--- src/rtl/gun_aim_pkg.sv ---
// Shared types, default tuning constants and the saturating step helper
// for the joystick-to-gun aim converter.
package gun_aim_pkg;

    typedef enum logic [1:0] {IDLE, SLOW, MEDIUM, FAST} axis_state_t;
    typedef enum logic [1:0] {NONE, NEG, POS} dir_t;

    localparam int POS_W          = 6;
    localparam int CENTER_DEF     = 32;
    localparam int POS_MAX_DEF    = 63;
    localparam int SLOW_DIV_DEF   = 4;
    localparam int MED_DIV_DEF    = 2;
    localparam int SLOW_TICKS_DEF = 16;
    localparam int MED_TICKS_DEF  = 32;

    localparam logic [POS_W-1:0] POS_ONE = POS_W'(1);

    // Opposing bits cancel, so a rocked stick reads as released.
    function automatic dir_t decode_dir(input logic neg_bit, input logic pos_bit);
        dir_t d;
        d = NONE;
        if (neg_bit && !pos_bit) begin
            d = NEG;
        end else if (pos_bit && !neg_bit) begin
            d = POS;
        end
        return d;
    endfunction

    function automatic logic [POS_W-1:0] step_pos(input logic [POS_W-1:0] cur,
                                                  input dir_t            dir,
                                                  input logic [POS_W-1:0] max_pos);
        logic [POS_W-1:0] r;
        r = cur;
        if (dir == NEG && cur != '0) begin
            r = cur - POS_ONE;
        end else if (dir == POS && cur != max_pos) begin
            r = cur + POS_ONE;
        end
        return r;
    endfunction

endpackage

--- src/rtl/gun_aim_if.sv ---
// Joystick, tick and aim-coordinate bundle between the joystick decode
// (master) and the aim controller (slave).
interface gun_aim_if;
    import gun_aim_pkg::*;

    logic             tick_4ms;
    logic             left;
    logic             right;
    logic             up;
    logic             down;
    logic             recenter;
    logic [POS_W-1:0] gun_h;
    logic [POS_W-1:0] gun_v;
    logic             aim_changed;

    modport master (
        output tick_4ms, left, right, up, down, recenter,
        input  gun_h, gun_v, aim_changed
    );

    modport slave (
        input  tick_4ms, left, right, up, down, recenter,
        output gun_h, gun_v, aim_changed
    );

endinterface

--- src/rtl/gun_axis.sv ---
// One aim axis: hold-time acceleration FSM (SLOW/MEDIUM/FAST) driving a
// position that saturates at 0 and POS_MAX.
module gun_axis
    import gun_aim_pkg::*;
#(
    parameter int CENTER     = CENTER_DEF,
    parameter int POS_MAX    = POS_MAX_DEF,
    parameter int SLOW_DIV   = SLOW_DIV_DEF,
    parameter int MED_DIV    = MED_DIV_DEF,
    parameter int SLOW_TICKS = SLOW_TICKS_DEF,
    parameter int MED_TICKS  = MED_TICKS_DEF
) (
    input  logic             clock_12,
    input  logic             reset_n,
    input  logic             tick_ev,
    input  logic             recenter,
    input  logic             neg_bit,
    input  logic             pos_bit,
    output logic [POS_W-1:0] position
);

    localparam logic [POS_W-1:0] CENTER_W     = POS_W'(CENTER);
    localparam logic [POS_W-1:0] POS_MAX_W    = POS_W'(POS_MAX);
    localparam logic [2:0]       SLOW_DIV_W   = 3'(SLOW_DIV);
    localparam logic [2:0]       MED_DIV_W    = 3'(MED_DIV);
    localparam logic [7:0]       SLOW_PROMOTE = 8'(SLOW_TICKS + 1);
    localparam logic [7:0]       MED_PROMOTE  = 8'(SLOW_TICKS + MED_TICKS + 1);

    axis_state_t      state_reg, state_next;
    dir_t             last_dir_reg, last_dir_next;
    dir_t             dir;
    logic [7:0]       hold_cnt_reg, hold_cnt_next, hold_inc;
    logic [2:0]       div_cnt_reg, div_cnt_next, div_inc;
    logic [POS_W-1:0] position_reg, position_next;
    logic             step;

    always_ff @(posedge clock_12) begin
        if (!reset_n) begin
            state_reg    <= IDLE;
            last_dir_reg <= NONE;
            hold_cnt_reg <= '0;
            div_cnt_reg  <= '0;
            position_reg <= CENTER_W;
        end else begin
            state_reg    <= state_next;
            last_dir_reg <= last_dir_next;
            hold_cnt_reg <= hold_cnt_next;
            div_cnt_reg  <= div_cnt_next;
            position_reg <= position_next;
        end
    end

    always_comb begin
        dir           = decode_dir(neg_bit, pos_bit);
        hold_inc      = (hold_cnt_reg == 8'hFF) ? 8'hFF : hold_cnt_reg + 8'd1;
        div_inc       = div_cnt_reg + 3'd1;
        state_next    = state_reg;
        last_dir_next = last_dir_reg;
        hold_cnt_next = hold_cnt_reg;
        div_cnt_next  = div_cnt_reg;
        position_next = position_reg;
        step          = 1'b0;

        if (recenter) begin
            state_next    = IDLE;
            last_dir_next = NONE;
            hold_cnt_next = '0;
            div_cnt_next  = '0;
            position_next = CENTER_W;
        end else if (tick_ev) begin
            last_dir_next = dir;
            if (dir == NONE) begin
                state_next    = IDLE;
                hold_cnt_next = '0;
                div_cnt_next  = '0;
            end else if (state_reg == IDLE || dir != last_dir_reg) begin
                // Fresh press or reversal: immediate step, restart the profile.
                step          = 1'b1;
                state_next    = SLOW;
                hold_cnt_next = 8'd1;
                div_cnt_next  = '0;
            end else begin
                hold_cnt_next = hold_inc;
                case (state_reg)
                    SLOW: begin
                        if (hold_inc == SLOW_PROMOTE) begin
                            state_next   = MEDIUM;
                            div_cnt_next = 3'd1;
                        end else if (div_inc == SLOW_DIV_W) begin
                            step         = 1'b1;
                            div_cnt_next = '0;
                        end else begin
                            div_cnt_next = div_inc;
                        end
                    end
                    MEDIUM: begin
                        if (hold_inc == MED_PROMOTE) begin
                            state_next   = FAST;
                            step         = 1'b1;
                            div_cnt_next = '0;
                        end else if (div_inc == MED_DIV_W) begin
                            step         = 1'b1;
                            div_cnt_next = '0;
                        end else begin
                            div_cnt_next = div_inc;
                        end
                    end
                    FAST: begin
                        step = 1'b1;
                    end
                    default: begin
                        state_next = IDLE;
                    end
                endcase
            end
            if (step) begin
                position_next = step_pos(position_reg, dir, POS_MAX_W);
            end
        end
    end

    assign position = position_reg;

endmodule

--- src/rtl/gun_aim_ctrl.sv ---
// Joystick-to-gun aim converter: 4 ms tick edge detect, two independent
// accelerating axes, and a one-cycle pulse whenever either coordinate moves.
module gun_aim_ctrl
    import gun_aim_pkg::*;
#(
    parameter int CENTER     = CENTER_DEF,
    parameter int POS_MAX    = POS_MAX_DEF,
    parameter int SLOW_DIV   = SLOW_DIV_DEF,
    parameter int MED_DIV    = MED_DIV_DEF,
    parameter int SLOW_TICKS = SLOW_TICKS_DEF,
    parameter int MED_TICKS  = MED_TICKS_DEF
) (
    input  logic     clock_12,
    input  logic     reset_n,
    gun_aim_if.slave aim
);

    localparam logic [POS_W-1:0] CENTER_W = POS_W'(CENTER);

    logic             tick_q;
    logic             tick_ev;
    logic [1:0]       neg_bits;
    logic [1:0]       pos_bits;
    logic [POS_W-1:0] pos_out [2];
    logic [POS_W-1:0] gun_h_d;
    logic [POS_W-1:0] gun_v_d;
    logic             aim_changed_reg;

    assign tick_ev  = aim.tick_4ms & ~tick_q;
    // Index 0 is horizontal, index 1 is vertical.
    assign neg_bits = {aim.up,   aim.left};
    assign pos_bits = {aim.down, aim.right};

    generate
        for (genvar gi = 0; gi < 2; gi++) begin : g_axis
            gun_axis #(
                .CENTER     (CENTER),
                .POS_MAX    (POS_MAX),
                .SLOW_DIV   (SLOW_DIV),
                .MED_DIV    (MED_DIV),
                .SLOW_TICKS (SLOW_TICKS),
                .MED_TICKS  (MED_TICKS)
            ) u_axis (
                .clock_12 (clock_12),
                .reset_n  (reset_n),
                .tick_ev  (tick_ev),
                .recenter (aim.recenter),
                .neg_bit  (neg_bits[gi]),
                .pos_bit  (pos_bits[gi]),
                .position (pos_out[gi])
            );
        end
    endgenerate

    // Delayed copies let the change pulse trail the coordinate by one clock.
    always_ff @(posedge clock_12) begin
        if (!reset_n) begin
            tick_q          <= 1'b0;
            gun_h_d         <= CENTER_W;
            gun_v_d         <= CENTER_W;
            aim_changed_reg <= 1'b0;
        end else begin
            tick_q          <= aim.tick_4ms;
            gun_h_d         <= pos_out[0];
            gun_v_d         <= pos_out[1];
            aim_changed_reg <= (pos_out[0] != gun_h_d) || (pos_out[1] != gun_v_d);
        end
    end

    assign aim.gun_h       = pos_out[0];
    assign aim.gun_v       = pos_out[1];
    assign aim.aim_changed = aim_changed_reg;

endmodule

--- src/flat_wrapper.sv ---
// flat-port wrapper written by rule: the top's interface ports become plain ports
module gun_aim_ctrl_flat import gun_aim_pkg::*;
#(
    parameter int CENTER     = CENTER_DEF,
    parameter int POS_MAX    = POS_MAX_DEF,
    parameter int SLOW_DIV   = SLOW_DIV_DEF,
    parameter int MED_DIV    = MED_DIV_DEF,
    parameter int SLOW_TICKS = SLOW_TICKS_DEF,
    parameter int MED_TICKS  = MED_TICKS_DEF
)
  (clock_12, reset_n, aim_tick_4ms, aim_left, aim_right, aim_up, aim_down, aim_recenter, aim_gun_h, aim_gun_v, aim_aim_changed);
  gun_aim_if aim_i ();
  input  logic clock_12;
  input  logic reset_n;
  input wire logic [$bits(aim_i.tick_4ms)-1:0] aim_tick_4ms;
  input wire logic [$bits(aim_i.left)-1:0] aim_left;
  input wire logic [$bits(aim_i.right)-1:0] aim_right;
  input wire logic [$bits(aim_i.up)-1:0] aim_up;
  input wire logic [$bits(aim_i.down)-1:0] aim_down;
  input wire logic [$bits(aim_i.recenter)-1:0] aim_recenter;
  output wire logic [$bits(aim_i.gun_h)-1:0] aim_gun_h;
  output wire logic [$bits(aim_i.gun_v)-1:0] aim_gun_v;
  output wire logic [$bits(aim_i.aim_changed)-1:0] aim_aim_changed;
  assign aim_i.tick_4ms = aim_tick_4ms;
  assign aim_i.left = aim_left;
  assign aim_i.right = aim_right;
  assign aim_i.up = aim_up;
  assign aim_i.down = aim_down;
  assign aim_i.recenter = aim_recenter;
  assign aim_gun_h = aim_i.gun_h;
  assign aim_gun_v = aim_i.gun_v;
  assign aim_aim_changed = aim_i.aim_changed;
  gun_aim_ctrl #(.CENTER(CENTER), .POS_MAX(POS_MAX), .SLOW_DIV(SLOW_DIV), .MED_DIV(MED_DIV), .SLOW_TICKS(SLOW_TICKS), .MED_TICKS(MED_TICKS)) u_core (.clock_12(clock_12), .reset_n(reset_n), .aim(aim_i));
endmodule
--- config.mk ---
export PLATFORM = sky130hd
export DESIGN_NAME = gun_aim_ctrl_flat
export DESIGN_NICKNAME = d
export VERILOG_FILES = /design/src/rtl/gun_aim_pkg.sv /design/src/rtl/gun_aim_if.sv /design/src/rtl/gun_axis.sv /design/src/rtl/gun_aim_ctrl.sv /design/src/flat_wrapper.sv
export SDC_FILE = /design/constraint.sdc
export NUM_CORES = 1
export LEC_CHECK = 0
export BUFFER_PORTS_ARGS = -buffer_cell sky130_fd_sc_hd__buf_4
export CAP_MARGIN = 10
export CORE_UTILIZATION = 65
export CTS_CLUSTER_DIAMETER = 150
export DETAILED_ROUTE_END_ITERATION = 16
export HOLD_SLACK_MARGIN = 0.06
export PLACE_DENSITY_LB_ADDON = 0.1
export SKIP_CTS_REPAIR_TIMING = 1
export SLEW_MARGIN = 40
export SYNTH_ARGS = -nofsm -noshare
export SYNTH_HDL_FRONTEND = slang
export SYNTH_SLANG_ARGS = --single-unit
--- constraint.sdc ---
create_clock -name clock_12 -period 7.15 [get_ports clock_12]
set_input_delay 1.43 -clock clock_12 [delete_from_list [all_inputs] [get_ports clock_12]]
set_output_delay 1.43 -clock clock_12 [all_outputs]
set_load 0.05 [all_outputs]
# == Word-level counts from Yosys, hierarchy flattened ==
# Cells that the tools add are included.
# Widths: inputs -> output; s select.
# word_totals
elab_cells,145
mem_bits_rw,0
memories,0
latchBits,0
reg_bits,56
out_inout_bits,13
inputBits,8
romBits,0
# classes
n_mul,0
n_addsub,8
div_mod_pow,0
shifts,0
muxes,56
reduce_logical,32
n_eq_ne,32
n_bitwise,3
n_lt_le_gt_ge,0
# op_table
cell,count
$mux 8,6
$mux 3,12
$mux 2,12
$mux 6,4
$add 8x1->8 const B,2
$eq 8x5->1 const B,2
$eq 8x6->1 const B,2
$eq 8x8->1 const B,2
$mux 1,16
$ne 4x4->1 const B,4
$add 6x1->6 const B,2
$eq 2x2->1 const B,6
$ne 6x6->1,2
$ne 6x6->1 const B,2
$pmux 2 s3,2
$pmux 3 s2,2
$reduce_bool 6->1,2
$sub 6x1->6 const B,2
$eq 2x1->1 const B,4
$logic_and 1x1->1,8
$logic_not 2->1,4
$reduce_and 4->1,2
$reduce_bool 4->1,2
$add 3x1->3 const B,2
13 further kinds,27

# == Logic depth before layout (Yosys ltp) ==
# Gate-level depths: netlist of the first run.
# logic_depth
word_depth,11
ltp_mapped,12
mapped_depth_nobuf,12

# == Hierarchy ==
# From an unflattened synthesis of the first run, not the netlist that was laid out.
# unflattened
cells_unflattened,407
hier_area_um2,3669.8
# modules_own_cells
module,cells_per_inst,n_inst,seq_area_each_um2,area_per_inst_um2
gun_axis,181,2,420.4,1579.0
gun_aim_ctrl,45,1,280.3,511.7

# == Least setup slack after synthesis of the first run ==
# Ideal clock, no wire load.
# synth_path
path_kind,in2reg
from,in aim_right
to,reg u_core.g_axis[0].u_axis.position_reg[5]
cell_stages,12
required_time_ns,7.078
slack_ns,3.795
setup_ns,0.072
path_buffers,0
arrival_ns,3.283
path_cell_list,inv_1 -> ha_1 -> o31ai_1 -> inv_1 -> ha_1 -> a21o_1 -> a21oi_1 -> o21ai_0 -> xnor2_1 -> nand2_1 -> a21oi_1 -> mux2i_1
# synth_via
elab_chain_cells,10
word_cells_on_any_way,19
classes_between,eq/ne (3); mux (7); reduce/logical (9)
# synth_lines
element,line,source
"start, declared",flat_wrapper.sv:17,input wire logic [$bits(aim_i.right)-1:0] aim_right;
$logic_not 1->1 (*),gun_aim_pkg.sv:22,if (neg_bit && !pos_bit) begin
$logic_and 1x1->1 (*),gun_aim_pkg.sv:22,
$mux 2 (*),gun_aim_pkg.sv:22,
via u_core.g_axis[0].u_axis.dir[0],gun_axis.sv:31,dir_t dir;
$ne 2x2->1,gun_axis.sv:76,end else if (state_reg == IDLE || dir != last_dir_reg) begin
$logic_or 1x1->1,gun_axis.sv:76,
$mux 1,gun_axis.sv:76,
$mux 1,gun_axis.sv:72,if (dir == NONE) begin
$mux 1,gun_axis.sv:70,end else if (tick_ev) begin
$mux 1,gun_axis.sv:64,if (recenter) begin
$reduce_and 3->1 (no line),--,
"end signal, assigned",gun_axis.sv:49,position_reg <= position_next;
"end, declared",gun_axis.sv:34,"logic [POS_W-1:0] position_reg, position_next;"
# The timed path passes the listed nets; every way through them passes the cells marked *. The select of a mux whose other input is x is not followed.
# A chain may end at the register's enable or synchronous reset.

# == Final worst setup path of the first run ==
# Same ends and word-level chain as after synthesis.

==> key figures, run 1 <==
Flow run
  • Max cap viols: 0

Synth
  • Area leader, netlist: dfxtp_1
  • Synth async-reset ratio: 0
  • Cells after Synth: about 440
  • Post-synth EDFFs: 0
  • Yosys top cell area share: 0.306
  • Ranking of synthesized cells by area: dfxtp_1 (31%), ha_1 (10%), a21oi_1 (5.9%)
  • Avg Cell Area, Syn: roughly 8.4 sq um
  • Most common cell in the netlist: dfxtp_1
  • Count of cell types in the netlist: 64
  • Synthesized flop and latch total: 56
  • Ys flop type: dfxtp_1
  • Synth cell count leaders: dfxtp_1 (56), a21oi_1 (43), nand2_1 (36)
  • Post-Syn Nets: around 480
  • Mapped Area: between 0.003 and 0.004 sq mm
  • Sequential element share of the synthesized area: 0.306
  • YS warnings: 0

Placement
  • Detailed placement HPWL: roughly 5500 microns
  • GP Congestion: ~0.9
  • Area post-placement: 0.00387 sq mm
  • Port bufs: 20

Clock tree
  • # H-tree levels: 2
  • Clock Path Buffers: 2
  • CTS tree: yes
  • Worst skew pair latency: 0.31 ns
  • Reg clk slew, reported paths: roughly 0.1 ns
  • CTS buffer count: 5
  • Clock root buffer: clkbuf_8
  • Sinks on Clock Net: between 50 and 60

Worst setup path
  • Req. time, crit path: between 7 and 8 ns
  • CP Cell Sequence: buf_4 -> inv_1 -> ha_1 -> o31ai_1 -> inv_1 -> ha_1 -> a21o_1 -> a21oi_1 -> o21ai_0 -> xnor2_1 -> nand2_1 -> a21oi_1 -> mux2i_1
  • Slowest CP cell: ha_1
  • Worst setup SP type: input port
  • R2R Setup Slk: 3.91 ns
  • Delay-heaviest family, CP: compound AO/OA/AOI/OAI gates
  • CP Capture Type: flip-flop
  • Beginning of the worst register-to-register path: u_core.g_axis[0].u_axis.position[0]
  • Register-to-Register Path Depth: 11
  • Critical path peak fanout: 4
  • WS Path Type: input port to flip-flop
  • Worst R2R End: u_core.g_axis[0].u_axis.position[5]
  • Max stage delay on crit path: 0.32 ns
  • WP data arrival: ~3.6 ns
  • Worst Path Buf+Inv: 3

Power
  • Leakage: 1.63 nW
  • Power Dens Cells: about 140 mW/mm^2
  • Max IR drop VDD: between 0.00015 and 0.0002 V
  • Power Total: roughly 0.00057 W

Floorplan
  • Rows: 26
  • Die height: 77.1 microns
  • CORE AREA: about 0.0053 sq mm
  • Io pins: 21
  • Die area: 0.00595 sq mm
  • Die width: 77.1 microns
  • Initial Util: 0.696

Worst hold path
  • Worst hold path class: flip-flop to flip-flop
  • Hold Crit Start: u_core.g_axis[1].u_axis.last_dir_reg[1]
  • Worst Hold End: u_core.g_axis[1].u_axis.last_dir_reg[1]
  • Hold Crit Depth: 2

Final layout
  • Area growth from synthesis to layout: 8.05%
  • Post-route cell area: slightly below 0.004 sq mm
  • Nets: between 400 and 500
  • Ant. Diodes: 0
  • Largest register FFs: 16
  • Share of post-route cells with drive strength above 1: 0.102

Detailed routing
  • DRT Wirelength: about 7600 microns
  • Via density per instance: 6.00
  • WL per Instance: ~15 microns
  • DRT antenna net count: 0
  • DRT Pass-1 Iters: 4
  • Via count: 3130
  • Drt drc: 0
  • 1st-iter DRT viols: ~140

Global route
  • First-pass GRT wire length: ~13000 microns
  • Grt ovf: 0
  • GR Layer Usage met3: 0.0393
  • Met1 track demand over resource: 0.368
  • Vias in the first global route: 2988
  • Initial antenna violation count: 0
  • Grt met2 use: 0.467
  • Total global-route track usage: 0.277
  • Largest net degree at the start of global routing: 35
  • Busiest layer in global routing: met2

STA
  • Max-slew headroom: 0.558
  • Least-Margin Pin Slew: 0.658 ns
  • Tmin final: approximately 3.4 ns
  • Final setup TNS: 0 ns
  • Worst Skew: ~0.0064 ns
  • Hold WS: a little under 0.5 ns
  • Final Cycle Share: 0.474
  • Unrepaired setup endpoints after global routing: no
  • Slew Viols, Final: 0
  • FMAX: 0.295 GHz
  • Final hold vios: 0
  • # setup viols final: 0

Run status
  • Status: complete, no violations
-- layout by cell type, fill, tap and decap left out, drive strengths merged, types with 13 or more instances in the layout --
cell type,n
dfxtp,56
a21oi,43
nand2,36
inv,33
ha,30
buf,25
xnor2,22
nor2,21
and2,17
o21ai,16
nand3,13
-- tightest hold or removal path, cell delays in order (launching register included) --
cell and delay, ns:
dfxtp_1 0.34, nand2_1 0.05, a21oi_1 0.05
-- kinds of logic (layout without fill, tap and decap cells) --
logic type	after synthesis	count (layout)	synth area share
mux	11	11	0.0304
compound gates	118	118	0.226
flops	56	56	0.306
buf+inv	50	65	0.0536
fa+ha+maj	32	32	0.113
simple gates	141	141	0.202
xor+xnor	29	29	0.0693
-- stage by stage --
stage / utilization / setup slack, ns / cells
2_1_floorplan: - / 3.80 / 437
3_3_place_gp: 0.734 / 3.58 / 514
3_5_place_dp: 0.734 / 3.43 / 514
4_1_cts: 0.752 / 3.75 / 522
5_1_grt: 0.752 / 3.55 / 522
6_report: 0.752 / 3.76 / 522
-- how the worst max path moves through the flow --
stage | cells past startpoint | slack [ns] | end | from
after floorplan | 12 | 3.80 | u_core.g_axis[0].u_axis.position[5] | aim_right
after global placement | 13 | 3.58 | u_core.g_axis[0].u_axis.position[5] | aim_right
after detailed placement | 13 | 3.43 | u_core.g_axis[0].u_axis.position[5] | aim_right
after CTS | 13 | 3.75 | u_core.g_axis[0].u_axis.position[5] | aim_right
after global routing | 13 | 3.55 | u_core.g_axis[0].u_axis.position[5] | aim_right
final | 13 | 3.76 | u_core.g_axis[0].u_axis.position[5] | aim_right
-- metal layers --
| metal | share of wire | wire [microns] | up-vias |
|---|---|---|---|
| met1 | 0.48 | 3660 | 1490 |
| met2 | 0.48 | 3670 | 57 |
| met4 | 0.010 | 78 | 0 |
| met3 | 0.030 | 226 | 9 |
| met5 | 0 | 0 | - |
| li1 | - | - | 1574 |
-- area by class of cell --
type	count	area, sq um
repair buffers	25	188
clock inverters	2	13.8
multi-input cells	331	2350
flip-flops and latches	56	1120
inverters	32	120
fillers	419	1310
clock buffers	6	82.6
well taps	70	87.6
-- power by group --
group | leakage [nW] | total [W] | internal, W | switching (W)
sequential | 0.452 | 0.000318 | 0.000315 | 0.00000348
clock | 0.0516 | 0.000185 | 0.0000795 | 0.000105
combinational | 1.12 | 0.0000625 | 0.0000237 | 0.0000388
No activity file was read; power rests on OpenSTA's default activity.
==> inputs of run 2 (changes only) <==
--- a/config.mk
+++ b/config.mk
@@ -5,9 +5,10 @@
 export SDC_FILE = /design/constraint.sdc
 export NUM_CORES = 1
 export LEC_CHECK = 0
+export ABC_AREA = 1
 export BUFFER_PORTS_ARGS = -buffer_cell sky130_fd_sc_hd__buf_4
 export CAP_MARGIN = 10
-export CORE_UTILIZATION = 65
+export CORE_UTILIZATION = 62
 export CTS_CLUSTER_DIAMETER = 150
 export DETAILED_ROUTE_END_ITERATION = 16
 export HOLD_SLACK_MARGIN = 0.06
==> constraint.sdc (replaced) <==
create_clock -name clock_12 -period 3.4 [get_ports clock_12]
set_input_delay 0.68 -clock clock_12 [delete_from_list [all_inputs] [get_ports clock_12]]
set_output_delay 0.68 -clock clock_12 [all_outputs]
set_load 0.05 [all_outputs]
==> run 2 against run 1 <==
  * Clock skew up 0.0016 ns
  * Design area up 1.9%
  * Via count up 7.4%
==> key figures, run 2 <==
Synth
  • Count of cell types in the netlist: 36
  • Mapped Area: between 0.003 and 0.004 sq mm
  • Cells after Synth: about 540
  • Sequential element share of the synthesized area: 0.299
  • Post-synth EDFFs: 0
  • Avg Cell Area, Syn: 6.96 sq um
  • Yosys top cell area share: 0.299
  • Ranking of synthesized cells by area: dfxtp_1 (30%), nand2_1 (13%), ha_1 (10%)
  • Ys flop type: dfxtp_1
  • Area leader, netlist: dfxtp_1
  • Synth cell count leaders: nand2_1 (132), inv_1 (76), dfxtp_1 (56)
  • Synthesized flop and latch total: 56
  • Most common cell in the netlist: nand2_1
  • YS warnings: 0
  • Post-Syn Nets: between 500 and 600
  • Synth async-reset ratio: 0

Worst setup path
  • Delay-heaviest family, CP: adder cells
  • CP Cell Sequence: buf_4 -> inv_1 -> ha_1 -> nand2_1 -> inv_1 -> ha_1 -> a21oi_1 -> nand2_1 -> a21o_1 -> a21oi_1 -> xor2_1 -> nand3_1 -> nand3_1
  • Critical path peak fanout: 4
  • Slowest CP cell: ha_1
  • Req. time, crit path: roughly 3.7 ns
  • WP data arrival: around 2.7 ns
  • WS Path Type: input port to flip-flop
  • Max stage delay on crit path: roughly 0.35 ns
  • Worst setup SP type: input port
  • Worst Path Buf+Inv: 3
  • CP Capture Type: flip-flop

Detailed routing
  • DRT Wirelength: between 7000 and 8000 microns
  • WL per Instance: around 12 microns
  • 1st-iter DRT viols: ~160
  • DRT Pass-1 Iters: 5
  • Via count: ~3400
  • Via density per instance: ~5.3
  • Drt drc: 0
  • DRT antenna net count: 0

Power
  • Power Dens Cells: about 300 mW/mm^2
  • Leakage: about 1.9 nW
  • Max IR drop VDD: 0.000167 V

Global route
  • Largest net degree at the start of global routing: 27
  • Vias in the first global route: around 3000
  • Total global-route track usage: 0.248
  • Grt ovf: 0
  • Initial antenna violation count: 0
  • First-pass GRT wire length: between 10000 and 15000 microns

STA
  • Hold WS: a little under 0.5 ns
  • Least-Margin Pin Slew: 0.804 ns
  • Max-slew headroom: 0.460
  • Tmin final: roughly 2.5 ns
  • Final Cycle Share: 0.723
  • Final hold vios: 0
  • Final setup TNS: 0 ns
  • # setup viols final: 0
  • Worst Skew: between 0.008 and 0.009 ns
  • FMAX: slightly above 0.4 GHz
  • Unrepaired setup endpoints after global routing: no
  • Slew Viols, Final: 0

Flow run
  • Max cap viols: 0

Final layout
  • Post-layout util: 0.711
  • Fill count: roughly 460
  • Nets: about 600
  • Register Area: ~0.0011 sq mm
  • Commonest non-fill, non-tap cells in the layout: nand2_1 (132), inv_1 (76), dfxtp_1 (56), nor2_1 (43), a21oi_1 (40)
  • Non-Filler Instances: approximately 630
  • Share of post-route cells with drive strength above 1: 0.116
  • Largest register FFs: 16
  • Area of the multi-input gates: 0.00227 sq mm
  • Area growth from synthesis to layout: 7.67%
  • Most common cell after layout, fill and taps aside: nand2_1
  • Ant. Diodes: 0

Clock tree
  • Sinks on Clock Net: 56
  • # H-tree levels: 2
  • CTS buffer count: 5
  • Worst skew pair latency: slightly above 0.3 ns
  • Reg clk slew, reported paths: ~0.11 ns
  • CTS tree: yes
  • Clock root buffer: clkbuf_8
  • Clock Path Buffers: 2

Floorplan
  • Die area: roughly 0.0064 sq mm
  • Rows: 27
  • Initial Util: 0.661
  • Die width: 79.8 microns
  • Die height: around 80 microns
  • Io pins: 21
  • CORE AREA: 0.00568 sq mm

Run status
  • Status: complete, no violations

Placement
  • Port bufs: 20
  • Post-placement cell count: approximately 620
  • GP Congestion: around 0.95
  • Detailed placement HPWL: 5490 microns

Worst hold path
  • Worst hold path class: flip-flop to flip-flop
-- run 2: report_power, final --
part           switching, W  internal [W]  total (W)
clock network      0.000229      0.000147   0.000377
logic              0.000108     0.0000584   0.000166
registers         0.0000121      0.000667   0.000679
total              0.000349      0.000873    0.00122
-- run 2: through the flow --
step / worst slack (ns) / power, W / area [sq um]
floorplan: 0.942 / 0.000817 / 3750
global placement: 0.810 / 0.000855 / 3950
detailed placement: 0.684 / 0.000859 / 3950
CTS: 1.00 / 0.00123 / 4040
global route: 0.777 / 0.00127 / 4040
finish: 0.941 / 0.00122 / 4040
-- run 2: cell families (layout without fill, tap and decap cells) --
kind of cell / Yosys count / after routing / synth area share
AO/OA/AOI/OAI: 78 / 78 / 0.116
XOR/XNOR: 27 / 27 / 0.0631
flip-flops: 56 / 56 / 0.299
adder cells (fa/ha/maj): 32 / 32 / 0.111
AND/OR/NAND/NOR: 256 / 256 / 0.316
buffers and inverters: 90 / 110 / 0.0951
-- run 2: path summary, 6_finish.rpt --
path / startpoint / endpoint / slack (ns) / cells past startpoint
max: aim_right / u_core.g_axis[0].u_axis.position[5] / 0.94 / 13
min: u_core.g_axis[1].u_axis.div_cnt_reg[2] / u_core.g_axis[1].u_axis.div_cnt_reg[2] / 0.48 / 2
max reg2reg: u_core.g_axis[0].u_axis.position[1] / u_core.g_axis[0].u_axis.position[5] / 1.01 / 12
min reg2reg: u_core.g_axis[1].u_axis.div_cnt_reg[2] / u_core.g_axis[1].u_axis.div_cnt_reg[2] / 0.48 / 2
-- run 2: worst min-delay path: stages, from the launching register on --
cell and delay [ns]:
dfxtp_1 0.33, nand2_1 0.06, a21oi_1 0.05
-- run 2: final cells by class --
cell class	count	area share
Multi-Input combinational cell	393	0.563
Clock buffer	6	0.0180
Tap cell	72	0.0223
Timing Repair Buffer	22	0.0409
Inverter	80	0.0744
Sequential cell	56	0.278
Clock inverter	2	0.00403
-- run 2: layer usage --
layer / routed length, microns / global-route usage / part of all wire / vias to the layer above
met5: 0 / 0 / 0 / -
met2: 3500 / 0.419 / 0.47 / 83
met1: 3540 / 0.318 / 0.47 / 1508
li1: - / - / - / 1754
met4: 136 / 0.0911 / 0.018 / 0
met3: 347 / 0.0400 / 0.046 / 17
